<file path="config.mk">
export PLATFORM = sky130hd
export DESIGN_NAME = devil_campaign_sequencer
export DESIGN_NICKNAME = d
export VERILOG_FILES = /design/src/rtl/devil_campaign_sequencer.sv
export SDC_FILE = /design/constraint.sdc
export NUM_CORES = 1
export LEC_CHECK = 0
export BUFFER_PORTS_ARGS = -buffer_cell sky130_fd_sc_hd__buf_2
export CORE_ASPECT_RATIO = 0.6
export CORE_UTILIZATION = 50
export CTS_BUF_LIST = sky130_fd_sc_hd__clkbuf_2 sky130_fd_sc_hd__clkbuf_4 sky130_fd_sc_hd__clkbuf_8
export DETAILED_ROUTE_END_ITERATION = 12
export GPL_ROUTABILITY_DRIVEN = 0
export PLACE_DENSITY = 0.79
export SYNTH_ARGS = -nofsm -noshare
export SYNTH_HDL_FRONTEND = slang
export SYNTH_SLANG_ARGS = --single-unit
</file>
<file path="constraint.sdc">
create_clock -name ace_aclk -period 7.65 [get_ports ace_aclk]
set_input_delay 0.765 -clock ace_aclk [delete_from_list [all_inputs] [get_ports ace_aclk]]
set_output_delay 0.765 -clock ace_aclk [all_outputs]
set_load 0.1 [all_outputs]
</file>
<file path="src/rtl/devil_campaign_sequencer.sv">
// Campaign sequencer for devil_in_fpga: steps an entry table through LOAD/ARM/RUN/GAP and drives the devil registers.
// Optional RUN watchdog is compiled in with `define DEVIL_SEQ_TIMEOUT_EN.
module devil_campaign_sequencer #(
    parameter int N_ENTRIES   = 8,
    parameter int GAP_CYCLES  = 16,
    parameter int TIMEOUT_CYC = 65536,
    localparam int AW = $clog2(N_ENTRIES)
) (
    input  logic          ace_aclk,
    input  logic          ace_aresetn,
    input  logic          i_tbl_we,
    input  logic [AW-1:0] i_tbl_addr,
    input  logic [63:0]   i_tbl_wdata,
    input  logic [AW:0]   i_num_entries,
    input  logic          i_start,
    input  logic          i_abort,
    input  logic [3:0]    i_fsm_devil_state,
    output logic [31:0]   o_control_reg,
    output logic [31:0]   o_delay_reg,
    output logic [31:0]   o_acsnoop_reg,
    output logic          o_busy,
    output logic          o_done,
    output logic [AW-1:0] o_cur_entry,
    output logic [15:0]   o_pass_cnt,
    output logic [2:0]    o_err,
    output logic [2:0]    o_dbg_state
);
    localparam int NW = AW + 1;
    localparam int GW = $clog2(GAP_CYCLES + 1);

    typedef enum logic [2:0] {
        S_IDLE = 3'd0,
        S_LOAD = 3'd1,
        S_ARM  = 3'd2,
        S_RUN  = 3'd3,
        S_GAP  = 3'd4,
        S_DONE = 3'd5
    } state_t;

    state_t          state_q, state_d;
    logic [31:0]     ctrl_q, ctrl_d;
    logic [31:0]     delay_q, delay_d;
    logic [3:0]      acs_q, acs_d;
    logic [AW-1:0]   entry_q, entry_d;
    logic [AW:0]     num_q, num_d;
    logic [15:0]     pass_q, pass_d;
    logic [2:0]      err_q, err_d;
    logic            done_q, done_d;
    logic            con_q, con_d;
    logic            seen_q, seen_d;
    logic [15:0]     rep_q, rep_d;
    logic [15:0]     rsp_cnt_q, rsp_cnt_d;
    logic [GW-1:0]   gap_q, gap_d;
    logic [3:0]      prev_q;
    logic            rise;
    logic            complete;
    logic            run_end;

    logic [63:0]     tbl_q [N_ENTRIES];
    logic [63:0]     tbl_rd;
    logic            unused_tbl_bits;

`ifdef DEVIL_SEQ_TIMEOUT_EN
    localparam int WW = $clog2(TIMEOUT_CYC + 1);
    logic [WW-1:0]   wd_q, wd_d;
`endif

    // Table is storage only: no reset, writes accepted while idle.
    always_ff @(posedge ace_aclk) begin
        if (ace_aresetn && i_tbl_we && state_q == S_IDLE) begin
            tbl_q[i_tbl_addr] <= i_tbl_wdata;
        end
    end

    assign tbl_rd          = tbl_q[entry_q];
    assign unused_tbl_bits = ^tbl_rd[15:14];
    assign rise            = (i_fsm_devil_state == 4'd3) && (prev_q != 4'd3);

    always_ff @(posedge ace_aclk) begin
        if (!ace_aresetn) begin
            state_q   <= S_IDLE;
            ctrl_q    <= '0;
            delay_q   <= '0;
            acs_q     <= '0;
            entry_q   <= '0;
            num_q     <= '0;
            pass_q    <= '0;
            err_q     <= '0;
            done_q    <= 1'b0;
            con_q     <= 1'b0;
            seen_q    <= 1'b0;
            rep_q     <= '0;
            rsp_cnt_q <= '0;
            gap_q     <= '0;
            prev_q    <= '0;
`ifdef DEVIL_SEQ_TIMEOUT_EN
            wd_q      <= '0;
`endif
        end else begin
            state_q   <= state_d;
            ctrl_q    <= ctrl_d;
            delay_q   <= delay_d;
            acs_q     <= acs_d;
            entry_q   <= entry_d;
            num_q     <= num_d;
            pass_q    <= pass_d;
            err_q     <= err_d;
            done_q    <= done_d;
            con_q     <= con_d;
            seen_q    <= seen_d;
            rep_q     <= rep_d;
            rsp_cnt_q <= rsp_cnt_d;
            gap_q     <= gap_d;
            prev_q    <= i_fsm_devil_state;
`ifdef DEVIL_SEQ_TIMEOUT_EN
            wd_q      <= wd_d;
`endif
        end
    end

    always_comb begin
        state_d   = state_q;
        ctrl_d    = ctrl_q;
        delay_d   = delay_q;
        acs_d     = acs_q;
        entry_d   = entry_q;
        num_d     = num_q;
        pass_d    = pass_q;
        err_d     = err_q;
        done_d    = 1'b0;
        con_d     = con_q;
        seen_d    = seen_q;
        rep_d     = rep_q;
        rsp_cnt_d = rsp_cnt_q;
        gap_d     = gap_q;
        complete  = 1'b0;
        run_end   = 1'b0;
`ifdef DEVIL_SEQ_TIMEOUT_EN
        wd_d      = wd_q;
`endif
        case (state_q)
            S_IDLE: begin
                if (i_start && !i_abort) begin
                    pass_d  = '0;
                    err_d   = '0;
                    entry_d = '0;
                    num_d   = i_num_entries;
                    state_d = (i_num_entries == '0) ? S_DONE : S_LOAD;
                end
            end
            S_LOAD: begin
                ctrl_d    = {14'b0, 2'b00, tbl_rd[9], tbl_rd[8], 5'b0,
                             tbl_rd[7:4], tbl_rd[3:0], 1'b0};
                delay_d   = tbl_rd[47:16];
                acs_d     = tbl_rd[13:10];
                con_d     = (tbl_rd[7:4] == 4'd1);
                rep_d     = (tbl_rd[63:48] == 16'd0) ? 16'd1 : tbl_rd[63:48];
                seen_d    = 1'b0;
                rsp_cnt_d = '0;
                state_d   = S_ARM;
            end
            S_ARM: begin
                if (con_q) ctrl_d[17] = 1'b1;
                else       ctrl_d[16] = 1'b1;
`ifdef DEVIL_SEQ_TIMEOUT_EN
                wd_d    = '0;
`endif
                state_d = S_RUN;
            end
            S_RUN: begin
                if (con_q) begin
                    if (rise) begin
                        rsp_cnt_d = rsp_cnt_q + 16'd1;
                        complete  = ((rsp_cnt_q + 16'd1) == rep_q);
                    end
                end else begin
                    seen_d   = seen_q | (i_fsm_devil_state != 4'd0);
                    complete = (i_fsm_devil_state == 4'd7) ||
                               (i_fsm_devil_state == 4'd0 && seen_q);
                end
                run_end = complete;
`ifdef DEVIL_SEQ_TIMEOUT_EN
                wd_d = wd_q + WW'(1);
                if (!complete && wd_q == WW'(TIMEOUT_CYC - 1)) begin
                    run_end  = 1'b1;
                    err_d[0] = 1'b1;
                end
`endif
                if (run_end) begin
                    ctrl_d[17:16] = 2'b00;
                    gap_d         = '0;
                    state_d       = S_GAP;
                    if (complete && pass_q != 16'hFFFF) pass_d = pass_q + 16'd1;
                end
            end
            S_GAP: begin
                gap_d = gap_q + GW'(1);
                if (gap_q == GW'(GAP_CYCLES - 1)) begin
                    if (({1'b0, entry_q} + NW'(1)) == num_q) begin
                        state_d = S_DONE;
                    end else begin
                        entry_d = entry_q + AW'(1);
                        state_d = S_LOAD;
                    end
                end
            end
            S_DONE: begin
                done_d  = 1'b1;
                state_d = S_IDLE;
            end
            default: state_d = S_IDLE;
        endcase

        if (i_tbl_we && state_q != S_IDLE) err_d[2] = 1'b1;

        // Abort overrides whatever the state decided this cycle.
        if (i_abort && state_q != S_IDLE) begin
            ctrl_d[17:16] = 2'b00;
            err_d[1]      = 1'b1;
            done_d        = 1'b0;
            state_d       = S_IDLE;
        end
    end

    assign o_control_reg = ctrl_q;
    assign o_delay_reg   = delay_q;
    assign o_acsnoop_reg = {28'b0, acs_q};
    assign o_busy        = (state_q != S_IDLE);
    assign o_done        = done_q;
    assign o_cur_entry   = entry_q;
    assign o_pass_cnt    = pass_q;
    assign o_err         = err_q;
    assign o_dbg_state   = state_q;

endmodule
</file>
==> metrics.txt <==
Nets=1670; P&R area growth vs syn=13.26%; Crit. End Element=flop; max reg flops=496; RSZ-0062 raised after global routing=no; clock slew at reported path FFs=0.06 ns; synthesized area=24320 um2; post-route design area=27540 um2; GRT overflow=0; layout cell share with drive strength beyond 1=0.2886; placed inst area=25590 um2; final core occ=0.5745; power per standard cell area=250.8 nW/um2; DP HPWL=28470 um; clock buffer depth=3; Netlist cell types=63; asr flop ratio synth=0; Post-Route WL=50330 um; DRC=0; post-synthesis sequential area ratio=0.7138; Final Cycle Share=0.5273; via/cell ratio=5.694; number of port buffers=151; DR iter-0 viols=1040; Top FF cell, synth=edfxtp_1; die height=172.8 um; max_slew headroom=0.2798; critical path class=flop to flop; initial antenna violation count=10; PostCTS Resize Cnt=0; Final Skew=0.03697 ns; H-tree levels=3; first-pass GRT wire length=76380 um; WP data required=8.20 ns; shortest period the worst path allows=4.034 ns; number of global-route vias before repair=12920; via total after detailed routing=13120; antenna-violating nets left=0; hold depth=2; Worst EP arrival=4.58 ns; hold crit path type=input pin to flop; Post-CTS Setup Bufs=0; die area=49550 um2; Initial Utilization=0.5072; die width=286.7 um; Ys Warns=0; Max FO, Critical Path=24; FMAX=247.9 MHz; Core ar.=47940 um2; Hold Vio Cnt, Final=0; Layout Cells excl Fill=2305; synthesized instance count=1401; Clock Tree Root=clkbuf_8; total I/O pin count=203; worst slew pin tran=1.080 ns; hold buffers post-CTS=0; status=completed; post-synthesis register bit count=619; Critical Path Start Type=flop; placed cell count=2133; Leak=9.403 nW; DRT Pass-1 Iters=5; row cnt=62; clock sinks=619; setup_tns=0 ns; Syn Area/Cell=17.36 um2; clk_lat worst skew=0.65 ns; R2R depth=9; worst vdd ir=0.1263 mV; number of buffers created by CTS=90; max_cap viols=0; wire per inst=21.84 um; CTS tree=yes; count of final setup violators=0; pin count of the biggest net entering global routing=69; pins over their slew limit=0; number of synthesized flops with an enable pin=496; Tot GR Track Use=0.2038
-- cells by family (layout without fill, tap and decap cells) --
logic type | after synthesis | in the layout | share of synthesized area
xor gates and xnor gates | 25 | 25 | 0.009005
other | 1 | 54 | 0.0001542
adders and majority gates | 5 | 5 | 0.002573
DFF | 619 | 619 | 0.7138
and+or+nand+nor | 252 | 252 | 0.04935
muxes | 192 | 192 | 0.1429
AOI/OAI and AO/OA | 170 | 170 | 0.05264
buffers and inverters | 137 | 348 | 0.02959
-- synthesized netlist by cell type, types with 3 or more instances --
cell / n / area share
edfxtp_1: 496 / 0.61
mux4_2: 124 / 0.11
dfxtp_1: 123 / 0.10
nand2_1: 79 / 0.012
mux2i_1: 67 / 0.028
nor2_1: 66 / 0.010
buf_4: 51 / 0.016
clkbuf_1: 51 / 0.0079
o211a_1: 39 / 0.016
a21oi_1: 32 / 0.0066
a211oi_1: 27 / 0.0083
nand3_1: 21 / 0.0043
nor3_1: 21 / 0.0043
buf_1: 18 / 0.0028
o21ai_0: 17 / 0.0035
o311ai_0: 14 / 0.0050
xnor2_1: 14 / 0.0050
o31ai_1: 12 / 0.0037
nand4_1: 11 / 0.0028
xor2_1: 11 / 0.0040
inv_1: 10 / 0.0015
nor2b_1: 10 / 0.0026
nor4_1: 7 / 0.0018
o21a_1: 6 / 0.0019
and2_1: 5 / 0.0013
ha_1: 5 / 0.0026
or2_2: 5 / 0.0013
or4_1: 5 / 0.0015
a31oi_1: 4 / 0.0010
and3_1: 4 / 0.0010
buf_2: 4 / 0.00082
or3_1: 4 / 0.0010
nand2b_1: 3 / 0.00077
-- layout by cell type, fill, tap and decap left out, types with 12 or more instances in the layout --
master,instances
a211oi_1,27
a21oi_1,32
buf_2,151
buf_4,19
clkbuf_4,37
clkbuf_8,106
conb_1,49
dfxtp_1,120
edfxtp_1,496
mux2i_1,67
mux4_2,124
nand2_1,79
nand3_1,21
nor2_1,59
nor3_1,19
o211a_1,39
o21ai_0,17
o311ai_0,14
o31ai_1,12
xnor2_1,14
-- cell type report --
class                           instances  area (um2)
Sequential cell                       619       17370
Clock inverter                         24       200.2
Multi-Input combinational cell        693        6482
Fill cell                            3592       20400
Timing Repair Buffer                  170       898.4
Clock buffer                          143        1737
Tap cell                              640       800.8
Antenna cell                            5       12.51
Inverter                               11       41.29
-- metal layers --
| metal | vias up | wire length, um | global-route usage |
|---|---|---|---|
| li1 | 5884 | - | - |
| met1 | 6700 | 22410 | 0.2918 |
| met2 | 450 | 23810 | 0.3157 |
| met3 | 80 | 3140 | 0.04459 |
| met4 | 10 | 898 | 0.05994 |
| met5 | - | 68 | 0 |
-- worst max-delay path: stages, from the launching register on --
cell      delay [ns]
dfxtp_1         0.46
ha_1            0.32
nand3_1         0.37
or3_1           0.46
a221oi_1        0.38
nand4_1         0.16
or4_1           0.55
o32a_2          0.36
or3_4           0.52
o31ai_1         0.33
-- final timing paths --
path,endpoint,slack (ns),from
worst max-delay path,o_pass_cnt[5],3.62,rsp_cnt_q[0]
worst min-delay path,prev_q[3],0.38,i_fsm_devil_state[3]
worst max register to register,o_pass_cnt[5],3.62,rsp_cnt_q[0]
worst min register to register,o_control_reg[5],0.46,o_control_reg[5]
-- metrics by stage --
stage	total power (W)	setup WS, ns	hold slack [ns]
finish	0.006907	3.616	0.3791
global route	0.007138	3.412	0.3393
CTS	0.006966	3.743	0.3187
detailed placement	0.004215	3.474	0.4529
global placement	0.004201	3.483	0.4424
floorplan	0.004124	1.383	0.4597
-- where the power goes --
part / internal (W) / switching, W
combinational: 0.0000710 / 0.000360
clock: 0.00152 / 0.00124
sequential: 0.00369 / 0.0000232
total: 0.00528 / 0.00162
Note: power is estimated with default switching activity, not from simulation.
